===== src/rtl/onchip_mem_arbiter.sv =====
// Round-robin arbiter sharing a single-port on-chip RAM between two Avalon-MM requesters.
// Ownership is registered; the owner's request drives the RAM combinationally and reads return one cycle later.
module onchip_mem_arbiter #(
    parameter int MAX_BURST = 4,
    parameter int ADDR_W    = 11,
    parameter int DATA_W    = 16
) (
    input  logic                clk,
    input  logic                reset_n,
    input  logic [ADDR_W-1:0]   m0_address,
    input  logic [DATA_W/8-1:0] m0_byteenable,
    input  logic                m0_read,
    input  logic                m0_write,
    input  logic [DATA_W-1:0]   m0_writedata,
    output logic                m0_waitrequest,
    output logic [DATA_W-1:0]   m0_readdata,
    output logic                m0_readdatavalid,
    input  logic [ADDR_W-1:0]   m1_address,
    input  logic [DATA_W/8-1:0] m1_byteenable,
    input  logic                m1_read,
    input  logic                m1_write,
    input  logic [DATA_W-1:0]   m1_writedata,
    output logic                m1_waitrequest,
    output logic [DATA_W-1:0]   m1_readdata,
    output logic                m1_readdatavalid,
    output logic [ADDR_W-1:0]   mem_address,
    output logic [DATA_W/8-1:0] mem_byteenable,
    output logic                mem_chipselect,
    output logic                mem_write,
    output logic [DATA_W-1:0]   mem_writedata,
    output logic                mem_clken,
    input  logic [DATA_W-1:0]   mem_readdata
);
    localparam int BE_W  = DATA_W / 8;
    localparam int CNT_W = $clog2(MAX_BURST) + 1;
    localparam logic [CNT_W-1:0] CNT_MAX = CNT_W'(MAX_BURST - 1);

    typedef enum logic [1:0] {IDLE, OWN0, OWN1} state_t;

    state_t             state, state_nx;
    logic [CNT_W-1:0]   cnt, cnt_nx;
    logic               last_owner, last_nx;
    logic [1:0]         req, rd_only, xfer, rd_pend;
    logic               own;
    logic [ADDR_W-1:0]  addr_q;
    logic [BE_W-1:0]    be_q;
    logic [DATA_W-1:0]  wd_q;

    assign req     = {m1_read | m1_write, m0_read | m0_write};
    // read+write together counts as a write, so it never produces a read return
    assign rd_only = {m1_read & ~m1_write, m0_read & ~m0_write};
    assign own     = (state == OWN1);

    always_comb begin
        state_nx = state;
        cnt_nx   = cnt;
        last_nx  = last_owner;
        xfer     = '0;
        case (state)
            IDLE: begin
                if (req[0] && (!req[1] || last_owner)) begin
                    state_nx = OWN0;
                    cnt_nx   = '0;
                end else if (req[1]) begin
                    state_nx = OWN1;
                    cnt_nx   = '0;
                end
            end
            OWN0, OWN1: begin
                xfer[own] = req[own];
                if (req[own]) begin
                    last_nx = own;
                    if (cnt != CNT_MAX) cnt_nx = cnt + 1'b1;
                end
                // hand over directly (no bubble) when the other side waits and we are done or idle
                if (req[~own] && (!req[own] || cnt == CNT_MAX)) begin
                    state_nx = own ? OWN0 : OWN1;
                    cnt_nx   = '0;
                end else if (!req[own]) begin
                    state_nx = IDLE;
                end
            end
            default: state_nx = IDLE;
        endcase
    end

    always_comb begin
        mem_address    = addr_q;
        mem_byteenable = be_q;
        mem_writedata  = wd_q;
        mem_write      = 1'b0;
        if (xfer[0]) begin
            mem_address    = m0_address;
            mem_byteenable = m0_byteenable;
            mem_writedata  = m0_writedata;
            mem_write      = m0_write;
        end else if (xfer[1]) begin
            mem_address    = m1_address;
            mem_byteenable = m1_byteenable;
            mem_writedata  = m1_writedata;
            mem_write      = m1_write;
        end
    end

    assign mem_chipselect   = |xfer;
    assign m0_waitrequest   = ~xfer[0];
    assign m1_waitrequest   = ~xfer[1];
    assign m0_readdata      = mem_readdata;
    assign m1_readdata      = mem_readdata;
    assign m0_readdatavalid = rd_pend[0];
    assign m1_readdatavalid = rd_pend[1];

    always_ff @(posedge clk or negedge reset_n) begin
        if (!reset_n) begin
            state      <= IDLE;
            cnt        <= '0;
            last_owner <= 1'b1;
            rd_pend    <= '0;
            mem_clken  <= 1'b0;
            addr_q     <= '0;
            be_q       <= '0;
            wd_q       <= '0;
        end else begin
            state      <= state_nx;
            cnt        <= cnt_nx;
            last_owner <= last_nx;
            rd_pend    <= xfer & rd_only;
            mem_clken  <= 1'b1;
            if (|xfer) begin
                addr_q <= mem_address;
                be_q   <= mem_byteenable;
                wd_q   <= mem_writedata;
            end
        end
    end
endmodule


===== config.mk =====
export PLATFORM = sky130hd
export DESIGN_NAME = onchip_mem_arbiter
export DESIGN_NICKNAME = d
export VERILOG_FILES = /design/src/rtl/onchip_mem_arbiter.sv
export SDC_FILE = /design/constraint.sdc
export NUM_CORES = 1
export LEC_CHECK = 0
export CORE_ASPECT_RATIO = 0.75
export CORE_MARGIN = 5
export CORE_UTILIZATION = 40
export CTS_CLUSTER_SIZE = 16
export DETAILED_ROUTE_END_ITERATION = 8
export GPL_TIMING_DRIVEN = 0
export PLACE_DENSITY_LB_ADDON = 0.08
export SLEW_MARGIN = 30
export SYNTH_ARGS = -nofsm -noshare
export SYNTH_HDL_FRONTEND = slang
export SYNTH_SLANG_ARGS = --single-unit

===== constraint.sdc =====
create_clock -name clk -period 4.1 [get_ports clk]
set_input_delay 0.82 -clock clk [delete_from_list [all_inputs] [get_ports clk]]
set_output_delay 0.82 -clock clk [all_outputs]
set_load 0.02 [all_outputs]

==> run summary <==
Floorplan
- row count: 24
- Die Outline Area: 0.00749 mm²
- starting density of the core: 0.408
- total core area: 0.00574 mm²
- Die H: 76.2 µm
- number of top-level design ports: 148
- horizontal die dimension: 98.3 µm

Drt
- number of vias per cell after detailed routing: 4.84
- DRC violation total after the first TritonRoute iteration: 74
- Antenna Violating Nets Remaining: 0
- Detailed Routing Iterations Pass 1: 4
- DR DRC count: 0
- vias post-DR: 2,290
- final routed wire length divided by cell count: 14.7 µm
- final wirelength: 6950 µm

Worst setup path
- largest fanout on the critical path: 10
- total stage count of the critical path: 8
- worst path cell trace: clkdlybuf4s50_1 > nor2_2 > nor3_4 > buf_4 > buf_4 > nand2_1 > o21ai_0 > clkdlybuf4s50_1
- cell family with most CP delay: buffers and inverters
- longest individual stage delay on the worst path: 0.66 ns
- Setup Crit Path Kind: input pin to output port
- worst path required time: 3.28 ns
- reg2reg path depth: 6
- Worst setup SP type: input pin
- element type at the critical path end: output port
- buffer and inverter count on the worst path: 4
- data arrival time at the worst-slack endpoint: 3.02 ns
- crit path max-delay cell type: sky130_fd_sc_hd__clkdlybuf4s50_1

Placement
- number of buffer cells added on primary ports: 130
- Post-DP HPWL: 5500 µm
- placed instance count: 465
- routability congestion estimate: 0.822

STA
- total negative slack: 0 ns
- count of endpoints failing setup in the final report: 0
- final period demand of the worst path: 3.84 ns
- Setup Skew: 0.00860 ns
- number of pins exceeding their max-slew limit in the final report: 0
- peak clock frequency supported by timing: 0.261 GHz
- portion of the clock cycle consumed by the worst path in the final layout: 0.936
- setup repair after global routing missed its margin: no
- Final Hold Viols: 0

Logic synthesis
- Mapped Area: 0.00234 mm²
- Synth top area share: 0.396
- instance count of the mapped netlist: 256
- synthesis warning total: 0
- total nets after synthesis: 342
- number of register bits inferred by synthesis: 38
- dominant cells by area after synthesis: sky130_fd_sc_hd__dfrtp_1, sky130_fd_sc_hd__o21ai_0, sky130_fd_sc_hd__mux2i_1
- number of enable flip-flop cells after synthesis: 0
- Avg Cell Area, Syn: 9.13 µm²
- most common cell in the netlist: sky130_fd_sc_hd__o21ai_0
- most area-hungry cell type in the Yosys netlist: sky130_fd_sc_hd__dfrtp_1
- leading register cell type out of synthesis: sky130_fd_sc_hd__dfrtp_1
- distinct cell type count after synthesis: 33
- proportion of synthesized flip-flops having asynchronous set or reset: 1.00
- top cell types by occurrence after synthesis: sky130_fd_sc_hd__o21ai_0, sky130_fd_sc_hd__dfrtp_1, sky130_fd_sc_hd__buf_4
- proportion of synthesized chip area in sequential cells: 0.407

Power
- Peak supply drop: 0.547 mV
- total power density per cell area: 759 mW/mm²
- logic gate share of total power: 0.685
- sequential group share of total power: 0.209
- switching share of power: 0.438
- standby leakage power: 1.75 nW
- power spent charging and discharging nets: 1.29 mW
- clock share of power: 0.107
- internal power consumption: 1.65 mW

Final layout
- final instance count without filler cells: 473
- end-of-flow core utilization: 0.674
- Net count, final: 480
- synthesis-to-finish area growth: 65.3%
- proportion of layout cells with a drive suffix above 1: 0.147
- number of antenna cells inserted: 0

Hold path
- kind of path behind the tightest hold check: input pin to asynchronous set/reset pin

Clock network
- CTS buffer count: 5
- root buffer cell: sky130_fd_sc_hd__clkbuf_8
- number of buffers on the longest clock path: 2
- source-to-sink clock delay at the later pin of the worst-skew pair: 0.29 ns
- hold buffers post-CTS: 0
- Clk pin slew, worst setup/hold paths: 0.08 ns
- TritonCTS clock tree: built
- maximum level of the CTS H-tree: 2
- CTS sink cnt: 38

Status
- run status: complete, no violations

GRT
- number of global-route vias before repair: 2,321
- wire length of the first global-routing pass: 11,200 µm
- Congestion Overflow GR: 0
- Global Route Usage Sum: 0.181
- largest net degree at the start of global routing: 25
- number of antenna violations at the first check in global routing: 0

Job
- MaxCap Viol Count: 0

cells in the final DEF, fill, tap and decap left out, drive strengths merged, types with 2 or more instances in the layout:
| cell | Yosys | layout |
|---|---|---|
| a21o | 2 | 2 |
| a21oi | 5 | 5 |
| buf | 40 | 42 |
| clkbuf | 6 | 13 |
| clkdlybuf4s50 | 0 | 129 |
| dfrtp | 37 | 37 |
| ha | 6 | 6 |
| inv | 7 | 7 |
| mux2 | 2 | 2 |
| mux2i | 29 | 29 |
| nand2 | 33 | 33 |
| nor2 | 6 | 6 |
| nor3 | 5 | 5 |
| o211ai | 2 | 2 |
| o21ai | 61 | 61 |
| o221ai | 2 | 2 |
registers in the layout, summed over array words and instances (netlist names):
register    count
cnt             3
addr_q         11
rd_pend         2
mem_clken       1
be_q            2
state           2
last_owner      1
wd_q           16
cell type report:
class | count | area (µm²)
fillers | 478 | 1870
flip-flops and latches | 38 | 952
clock buffers | 7 | 76.3
clock inverters | 1 | 30.0
multi-input cells | 165 | 1050
well taps | 78 | 97.6
plain buffers | 46 | 310
repair buffers | 131 | 1320
inverters | 7 | 26.3
repair_timing:
| item | CTS | global route |
|---|---|---|
| setup endpoints to repair | 0 | 12 |
| setup buffers | 0 | 0 |
| gates resized for setup | 0 | 1 |
worst register-to-register path, stage by stage (launching register included):
cell,delay (ns)
sky130_fd_sc_hd__dfrtp_1,0.42
sky130_fd_sc_hd__inv_1,0.06
sky130_fd_sc_hd__ha_1,0.38
sky130_fd_sc_hd__inv_1,0.13
sky130_fd_sc_hd__nor3_4,0.30
sky130_fd_sc_hd__clkbuf_1,0.42
sky130_fd_sc_hd__o21ai_0,0.18
metrics by stage:
stage          cell area [µm²]  power [mW]  hold WS [ns]  worst slack, ns
2_1_floorplan             2340        1.77         0.450             1.19
3_3_place_gp              3740        2.60         0.461            0.195
3_5_place_dp              3750        2.63         0.467            0.172
4_1_cts                   3860        2.95         0.455            0.156
5_1_grt                   3860        3.15         0.464           0.0946
6_report                  3860        2.93         0.449            0.263
logic make-up after synthesis:
family	count (synthesis)	synth area share
AOI/OAI and AO/OA	79	0.190
buffers and inverters	53	0.144
and+or+nand+nor	48	0.0899
DFF	38	0.407
muxes	31	0.135
adders and majority gates	6	0.0321
other	1	0.00160
per-layer routing:
layer,part of all wire,routed length (µm),track usage
met3,0.099,690,0.0741
met5,0,0,0
met1,0.43,3000,0.231
met2,0.46,3190,0.290
met4,0.0099,69,0.0382
power by group through the flow:
stage,clock (mW),sequential (mW),combinational (mW)
finish,0.312,0.612,2.01
global route,0.336,0.628,2.18
detailed placement,0,0.621,2.01
global placement,0,0.612,1.98
CTS,0.319,0.614,2.02
floorplan,0,0.608,1.17
worst paths after layout:
kind / from / to / slack, ns
worst min-delay path: reset_n / wd_q[1] / 0.45
worst max register to register: state[1] / wd_q[13] / 2.08
min in group clk: cnt[2] / cnt[2] / 0.48
worst min register to register: cnt[2] / cnt[2] / 0.48
max in group asynchronous: reset_n / last_owner / 3.12
worst max-delay path: m0_write / mem_address[9] / 0.26
No activity file was read; power rests on OpenSTA's default activity.
